### src/rtl/soc_crc32_arb.sv
// Two-requester round-robin front end for a shared byte-serial CRC32 engine.
// A granted requester owns the engine for a whole message: the engine is
// cleared, each accepted word is fed one byte at a time through the engine's
// ready/process handshake, and the final CRC plus word count is returned.
module soc_crc32_arb #(
    parameter bit          LSB_BYTE_FIRST = 1'b1,
    parameter int unsigned CNT_WIDTH      = 16
) (
    input  logic                 clk,
    input  logic                 res,
    input  logic [1:0]           req_valid,
    output logic [1:0]           req_ready,
    input  logic [63:0]          req_data,
    input  logic [1:0]           req_last,
    input  logic [3:0]           req_nbytes,
    output logic [1:0]           rsp_valid,
    input  logic [1:0]           rsp_ready,
    output logic [31:0]          rsp_crc,
    output logic [CNT_WIDTH-1:0] rsp_words,
    output logic                 busy,
    output logic                 eng_clear,
    output logic [7:0]           eng_data,
    output logic                 eng_process,
    input  logic                 eng_ready,
    input  logic [31:0]          eng_crc
);

    typedef enum logic [2:0] {
        StIdle,
        StClear,
        StWord,
        StFeed,
        StDrain,
        StDone
    } state_e;

    state_e               state_q, state_d;
    logic                 grant_q, grant_d;
    logic                 last_served_q, last_served_d;
    logic [31:0]          word_q, word_d;
    logic                 last_q, last_d;
    logic [2:0]           nbytes_q, nbytes_d;
    logic [1:0]           byte_idx_q, byte_idx_d;
    logic [CNT_WIDTH-1:0] cnt_q, cnt_d;
    logic                 drain_wait_q, drain_wait_d;
    logic [31:0]          rsp_crc_q, rsp_crc_d;
    logic [CNT_WIDTH-1:0] rsp_words_q, rsp_words_d;

    logic [31:0]          cur_data;
    logic                 cur_last;
    logic [1:0]           cur_nbytes;
    logic [1:0]           byte_sel;
    logic [7:0]           cur_byte;

    // Select the granted requester's word fields and the byte to present.
    always_comb begin
        cur_data   = grant_q ? req_data[63:32]  : req_data[31:0];
        cur_last   = grant_q ? req_last[1]      : req_last[0];
        cur_nbytes = grant_q ? req_nbytes[3:2]  : req_nbytes[1:0];
        // MSB-first order walks the byte lanes downwards.
        byte_sel   = LSB_BYTE_FIRST ? byte_idx_q : ~byte_idx_q;
        cur_byte   = word_q[7:0];
        case (byte_sel)
            2'd0:    cur_byte = word_q[7:0];
            2'd1:    cur_byte = word_q[15:8];
            2'd2:    cur_byte = word_q[23:16];
            default: cur_byte = word_q[31:24];
        endcase
    end

    // Next-state logic and state-decoded outputs.
    always_comb begin
        state_d       = state_q;
        grant_d       = grant_q;
        last_served_d = last_served_q;
        word_d        = word_q;
        last_d        = last_q;
        nbytes_d      = nbytes_q;
        byte_idx_d    = byte_idx_q;
        cnt_d         = cnt_q;
        drain_wait_d  = drain_wait_q;
        rsp_crc_d     = rsp_crc_q;
        rsp_words_d   = rsp_words_q;

        req_ready   = 2'b00;
        rsp_valid   = 2'b00;
        eng_clear   = 1'b0;
        eng_data    = 8'h00;
        eng_process = 1'b0;

        unique case (state_q)
            StIdle: begin
                if (req_valid != 2'b00) begin
                    // On a tie the requester not served last time wins.
                    grant_d = (req_valid == 2'b11) ? ~last_served_q : req_valid[1];
                    state_d = StClear;
                end
            end

            StClear: begin
                eng_clear = 1'b1;
                cnt_d     = '0;
                state_d   = StWord;
            end

            StWord: begin
                req_ready[grant_q] = 1'b1;
                if (req_valid[grant_q]) begin
                    word_d     = cur_data;
                    last_d     = cur_last;
                    nbytes_d   = (cur_last && (cur_nbytes != 2'd0)) ? {1'b0, cur_nbytes} : 3'd4;
                    byte_idx_d = 2'd0;
                    cnt_d      = (cnt_q == {CNT_WIDTH{1'b1}}) ? cnt_q : cnt_q + CNT_WIDTH'(1);
                    state_d    = StFeed;
                end
            end

            StFeed: begin
                eng_data    = cur_byte;
                eng_process = eng_ready;
                if (eng_ready) begin
                    byte_idx_d = byte_idx_q + 2'd1;
                    if ({1'b0, byte_idx_q} == nbytes_q - 3'd1) begin
                        drain_wait_d = 1'b1;
                        state_d      = last_q ? StDrain : StWord;
                    end
                end
            end

            StDrain: begin
                // Engine ready still reflects the pre-strobe state for one cycle.
                if (drain_wait_q) begin
                    drain_wait_d = 1'b0;
                end else if (eng_ready) begin
                    rsp_crc_d   = eng_crc;
                    rsp_words_d = cnt_q;
                    state_d     = StDone;
                end
            end

            StDone: begin
                rsp_valid[grant_q] = 1'b1;
                if (rsp_ready[grant_q]) begin
                    last_served_d = grant_q;
                    state_d       = StIdle;
                end
            end

            default: begin
                state_d = StIdle;
            end
        endcase
    end

    assign busy      = (state_q != StIdle);
    assign rsp_crc   = rsp_crc_q;
    assign rsp_words = rsp_words_q;

    // State and datapath registers.
    always_ff @(posedge clk or posedge res) begin
        if (res) begin
            state_q       <= StIdle;
            grant_q       <= 1'b0;
            last_served_q <= 1'b1;
            word_q        <= '0;
            last_q        <= 1'b0;
            nbytes_q      <= 3'd4;
            byte_idx_q    <= 2'd0;
            cnt_q         <= '0;
            drain_wait_q  <= 1'b0;
            rsp_crc_q     <= '0;
            rsp_words_q   <= '0;
        end else begin
            state_q       <= state_d;
            grant_q       <= grant_d;
            last_served_q <= last_served_d;
            word_q        <= word_d;
            last_q        <= last_d;
            nbytes_q      <= nbytes_d;
            byte_idx_q    <= byte_idx_d;
            cnt_q         <= cnt_d;
            drain_wait_q  <= drain_wait_d;
            rsp_crc_q     <= rsp_crc_d;
            rsp_words_q   <= rsp_words_d;
        end
    end

endmodule

### config.mk
export PLATFORM = sky130hd
export DESIGN_NAME = soc_crc32_arb
export DESIGN_NICKNAME = d
export VERILOG_FILES = /design/src/rtl/soc_crc32_arb.sv
export SDC_FILE = /design/constraint.sdc
export NUM_CORES = 1
export LEC_CHECK = 0
export CAP_MARGIN = 5
export CORE_UTILIZATION = 45
export CTS_CLUSTER_DIAMETER = 120
export DETAILED_ROUTE_END_ITERATION = 7
export GPL_TIMING_DRIVEN = 0
export PLACE_DENSITY = 0.81
export SLEW_MARGIN = 20
export SYNTH_ARGS = -nofsm -noshare
export SYNTH_HDL_FRONTEND = slang
export SYNTH_SLANG_ARGS = --single-unit
### constraint.sdc
create_clock -name clk -period 5.4 [get_ports clk]
set_input_delay 1.62 -clock clk [delete_from_list [all_inputs] [get_ports clk]]
set_output_delay 1.62 -clock clk [all_outputs]
set_load 0.01 [all_outputs]
-- After elaboration in Yosys (flattened, before gate mapping)
Cells that the tools add are included.
W data, S select, Z words.
- logic and storage cells: 89
- output and inout port bits: 63
- bits in latches: 0
- bits in writable memories: 0
- flip-flop bits (word level): 108
- ROM bits: 0
- memories kept: 0
- input port bits: 109
- add/subtract/negate cells: 3
- $lt $le $gt $ge: 2
- eq/ne operators: 18
- $mul: 0
- reductions and logical operators: 18
- div/mod/pow operators: 0
- shifts and indexed selects: 0
- bitwise gates (word level): 2
- multiplexer cells: 35
- operators with widths (kind ; count):
    $mux W16 ; 2
    $mux W32 ; 1
    $pmux W16 S2 ; 1
    $mux W3 ; 9
    $pmux W8 S3 ; 1
    $pmux W3 S6 ; 1
    $add A16 B1 Y16 const B ; 1
    $eq A16 B16 Y1 const B ; 1
    $ne A2 B2 Y1 const B ; 8
    $reduce_and A3 Y1 ; 4
    $mux W1 ; 11
    $mux W2 ; 5
    $reduce_bool A2 Y1 ; 5
    $mux W8 ; 1
    $reduce_and A7 Y1 ; 1
    $eq A3 B2 Y1 const B ; 2
    $eq A3 B3 Y1 const B ; 2
    $reduce_and A2 Y1 ; 3
    $eq A2 B2 Y1 const B ; 2
    $pmux W2 S2 ; 1
    $eq A2 B3 Y1 ; 1
    $eq A3 B1 Y1 const B ; 1
    $logic_not A3 Y1 ; 1
    $reduce_bool A3 Y1 ; 1
    other kinds (10) ; 12

-- Depth between registers and ports, before layout
- depth after elaboration: 5
- gate-level depth with buffers: 7
- gate-level depth less buffers: 6

-- Worst setup path after synthesis
No wires, ideal clock.
- path kind: input to output
- from: input port eng_ready
- to: output port eng_process
- stages: 3
- setup slack: 1.708 ns
- arrival: 2.072 ns
- cells stage by stage: clkbuf_1 -> inv_1 -> nor2_1
- cells in the longest elaborated chain, start to end: 1
- RTL lines (element ; line ; source):
    start: declaration ; 24 ; input logic eng_ready,
    $mux W1 ; 91 ; unique case (state_q)
    end: declaration ; 23 ; output logic eng_process,
No other way between the ends.

-- Worst setup path in the final report
Ends and elaborated chain as after synthesis.

==> metrics.csv <==
stage,metric,value,unit
status,status,"complete, no violations",
pwr,leakage,3.239,nW
worst_hold_path,hold depth,2,
pwr,Logic pwr share,36.1,%
timing,share of the clock period used by the worst path,79.77,%
finish,Multi-input gate area,2342,sq um
pwr,Seq pwr share,40.2,%
worst_setup_path,"Arr. time, crit path",2.69,ns
die,Chip Width,109.9,um
worst_hold_path,hold_sp,rsp_words[8],
logic_synthesis,synthesis-stage register bit count,108,
cts,sinks on the clock net,108,
timing,Clock Skews,0.004368,ns
timing,Worst Max-Slew Pin Slew,0.7227,ns
worst_setup_path,CP required,3.78,ns
finish,most frequent cells in the layout,"clkdlybuf4s50_1 (170), dfrtp_1 (106), nand2_1 (60)",
pwr,internal power,1.839,mW
timing,Pins Over Slew Limit,0,
finish,diode count,0,
worst_setup_path,Crit. End Element,output pin,
cts,Clock Latency Late Sink,0.34,ns
cts,post-CTS sizing,0,
worst_hold_path,Hold EP,rsp_words[8],
cts,Num CTS Buffers,9,
finish,Filler Cells Inserted,887,
logic_synthesis,syn_nets,599,
die,core footprint,11370,sq um
placed_design,detailed placer's ending HPWL,9.931,mm
timing,fmax,232.2,MHz
worst_setup_path,r2r endpoint,cnt_q[10],
worst_setup_path,worst setup path class,in -> out,
die,Initial Util,46.10,%
drt,DR DRC count,0,
worst_setup_path,Reg2Reg Depth,5,
pwr,power share of the clock group,23.7,%
timing,RSZ-0062 raised after global routing,no,
pwr,Sw Share,34.99,%
finish,Finished Layout Cells,814,
die,Ports,172,
placed_design,placer's final routability congestion estimate,0.8500,
cts,CTS H-tree depth,3,
finish,layout cells sized above 1,11.77,%
timing,final hold vios,0,
cts,CTS max path bufs,2,
pwr,pwr dens,379.2,nW/um^2
timing,Fin Hold WS,0.4815,ns
die,die boundary height,109.9,um
finish,Post-Route Utilization,65.60,%
global_route,total track usage,22.70,%
drt,DR pass1 iterations,7,
placed_design,placed cells,798,
logic_synthesis,Yosys cell types,52,
timing,Slew headroom,51.82,%
cts,CTS tree,yes,
die,Row Count,39,
drt,DR WL/cell,16.18,um
worst_setup_path,R2R Setup Slk,3.39,ns
worst_setup_path,worst reg2reg path startpoint,state_q[2],
timing,Final setup viols,0,
global_route,gr ovfl total,0,
pwr,maximum vdd ir drop,0.3947,mV
finish,register area,2705,sq um
timing,Tmin final,4.308,ns
drt,total number of vias,4530,
placed_design,Buffers on Ports,170,
global_route,initial antenna violation count,0,
worst_setup_path,Critical Path Fanout Max,8,
finish,"commonest non-fill, non-tap cell in the layout",clkdlybuf4s50_1,
pwr,Net Sw Power,989.8,uW
worst_setup_path,CP startpoint kind,input pin,
logic_synthesis,Syn. warnings,0,
drt,number of nets with antenna violations after routing,0,
die,Die ar.,12080,sq um
global_route,global-route wire length before repair,21.11,mm
flow_run,max_cap viols,0,
logic_synthesis,cell count after synthesis,484,
drt,drt total wl,13.17,mm
global_route,vias in the first global route,4525,
cts,clock slew at reported path FFs,0.07,ns
drt,vias per cell,5.565,
logic_synthesis,Synth Area per Inst,10.83,sq um
pwr,Final Power,2.829,mW
finish,fin nets,781,
logic_synthesis,Syn Std Cell Area,5241,sq um
worst_hold_path,Hold WC Path Type,reg -> reg,
drt,Iteration-0 DRC Markers,380,
global_route,pin count of the biggest net entering global routing,56,
cts,Clock Tree Root,clkbuf_16,
logic_synthesis,post-synthesis sequential area ratio,51.61,%
timing,Setup TNS Final,0,ns
cts,cts hold-fix bufs,0,
finish,area delta synth->final,42.30,%
cts,post-CTS setup buffers,0,
==> worst max-delay path, cell delays in order <==
cell             delay [ns]
clkbuf_1               0.25
inv_1                  0.11
nor2_1                 0.14
clkdlybuf4s50_1        0.56
==> cells by family (layout without fill, tap and decap cells) <==
logic type	Yosys count	after routing	synth area share [%]
buf+inv	43	230	3.700
compound gates	103	103	12.75
xor+xnor	4	4	0.6685
mux	85	85	17.35
flops	108	108	51.61
fa+ha+maj	6	6	1.432
simple gates	135	135	12.49
==> synth_stat cells (all sizes together) <==
library cell	number	share of area, %
mux2	47	10
ha	6	1.4
and4	5	1.0
inv	11	0.79
o21ai	48	4.7
and2	2	0.24
a31oi	11	1.4
nor4	3	0.36
or4	4	0.64
mux2i	38	7.3
o32ai	1	0.17
a2bb2oi	1	0.17
a2111oi	2	0.33
a31o	1	0.17
a21o	1	0.14
o311ai	1	0.17
a21oi	10	0.95
nor3	8	0.76
nand4b	1	0.17
xnor2	2	0.33
nand2	60	4.3
a21boi	2	0.29
o31ai	2	0.29
nand4	5	0.60
o21bai	1	0.14
dfstp	2	1.0
a32o	2	0.38
nor3b	1	0.36
and3	2	0.24
nor2	25	1.8
xor2	2	0.33
o31a	2	0.33
buf	18	1.9
o211ai	3	0.43
a22o	3	0.50
a211o	2	0.33
clkbuf	14	1.0
nand3	13	1.2
nor2b	3	0.36
a41oi	2	0.33
a222oi	8	1.5
or3b	1	0.17
nand2b	2	0.24
dfrtp	106	51
==> registers in the layout, indices dropped and copies added (netlist names) <==
name and flops:
word_q 32, cnt_q 16, byte_idx_q 2, nbytes_q 3
grant_q 1, last_q 1, rsp_words 16, drain_wait_q 1
rsp_crc 32, last_served_q 1, state_q 3
==> per-layer routing <==
layer | vias up | part of all wire [%] | track usage, %
li1 | 2125 | - | -
met4 | 0 | 2.3 | 8.381
met2 | 216 | 49 | 39.20
met1 | 2164 | 41 | 27.23
met3 | 25 | 8.1 | 5.691
met5 | - | 0 | 0
==> layout make-up <==
class	count	share of cell area [%]
clock buffer	13	3.489
clock inverter	3	0.5872
multi-input combinational	333	31.40
sequential	108	36.27
tap	143	2.399
timing repair buffer	171	23.18
buffer	32	2.047
inverter	11	0.6207
==> stage by stage <==
step	setup slack [ns]	area, sq um
final	1.093	7458
after floorplan	0.9377	5241
after global placement	-0.4503	7122
after global routing	1.032	7458
after detailed placement	1.088	7154
after CTS	1.088	7458
==> worst max-delay path by stage <==
stage,start,cells past startpoint,to
after floorplan,res,1,byte_idx_q[0]
after global placement,res,2,word_q[7]
after detailed placement,eng_ready,4,eng_process
after CTS,eng_ready,4,eng_process
after global routing,eng_ready,4,eng_process
final,eng_ready,4,eng_process
==> power by group through the flow <==
stage / combinational, mW / sequential (mW) / clock [mW]
2_1_floorplan: 0.641 / 1.10 / 0
3_3_place_gp: 0.983 / 1.14 / 0
3_5_place_dp: 1.01 / 1.15 / 0
4_1_cts: 1.02 / 1.13 / 0.680
5_1_grt: 1.14 / 1.16 / 0.710
6_report: 1.02 / 1.14 / 0.670
No activity file was read; power rests on OpenSTA's default activity.
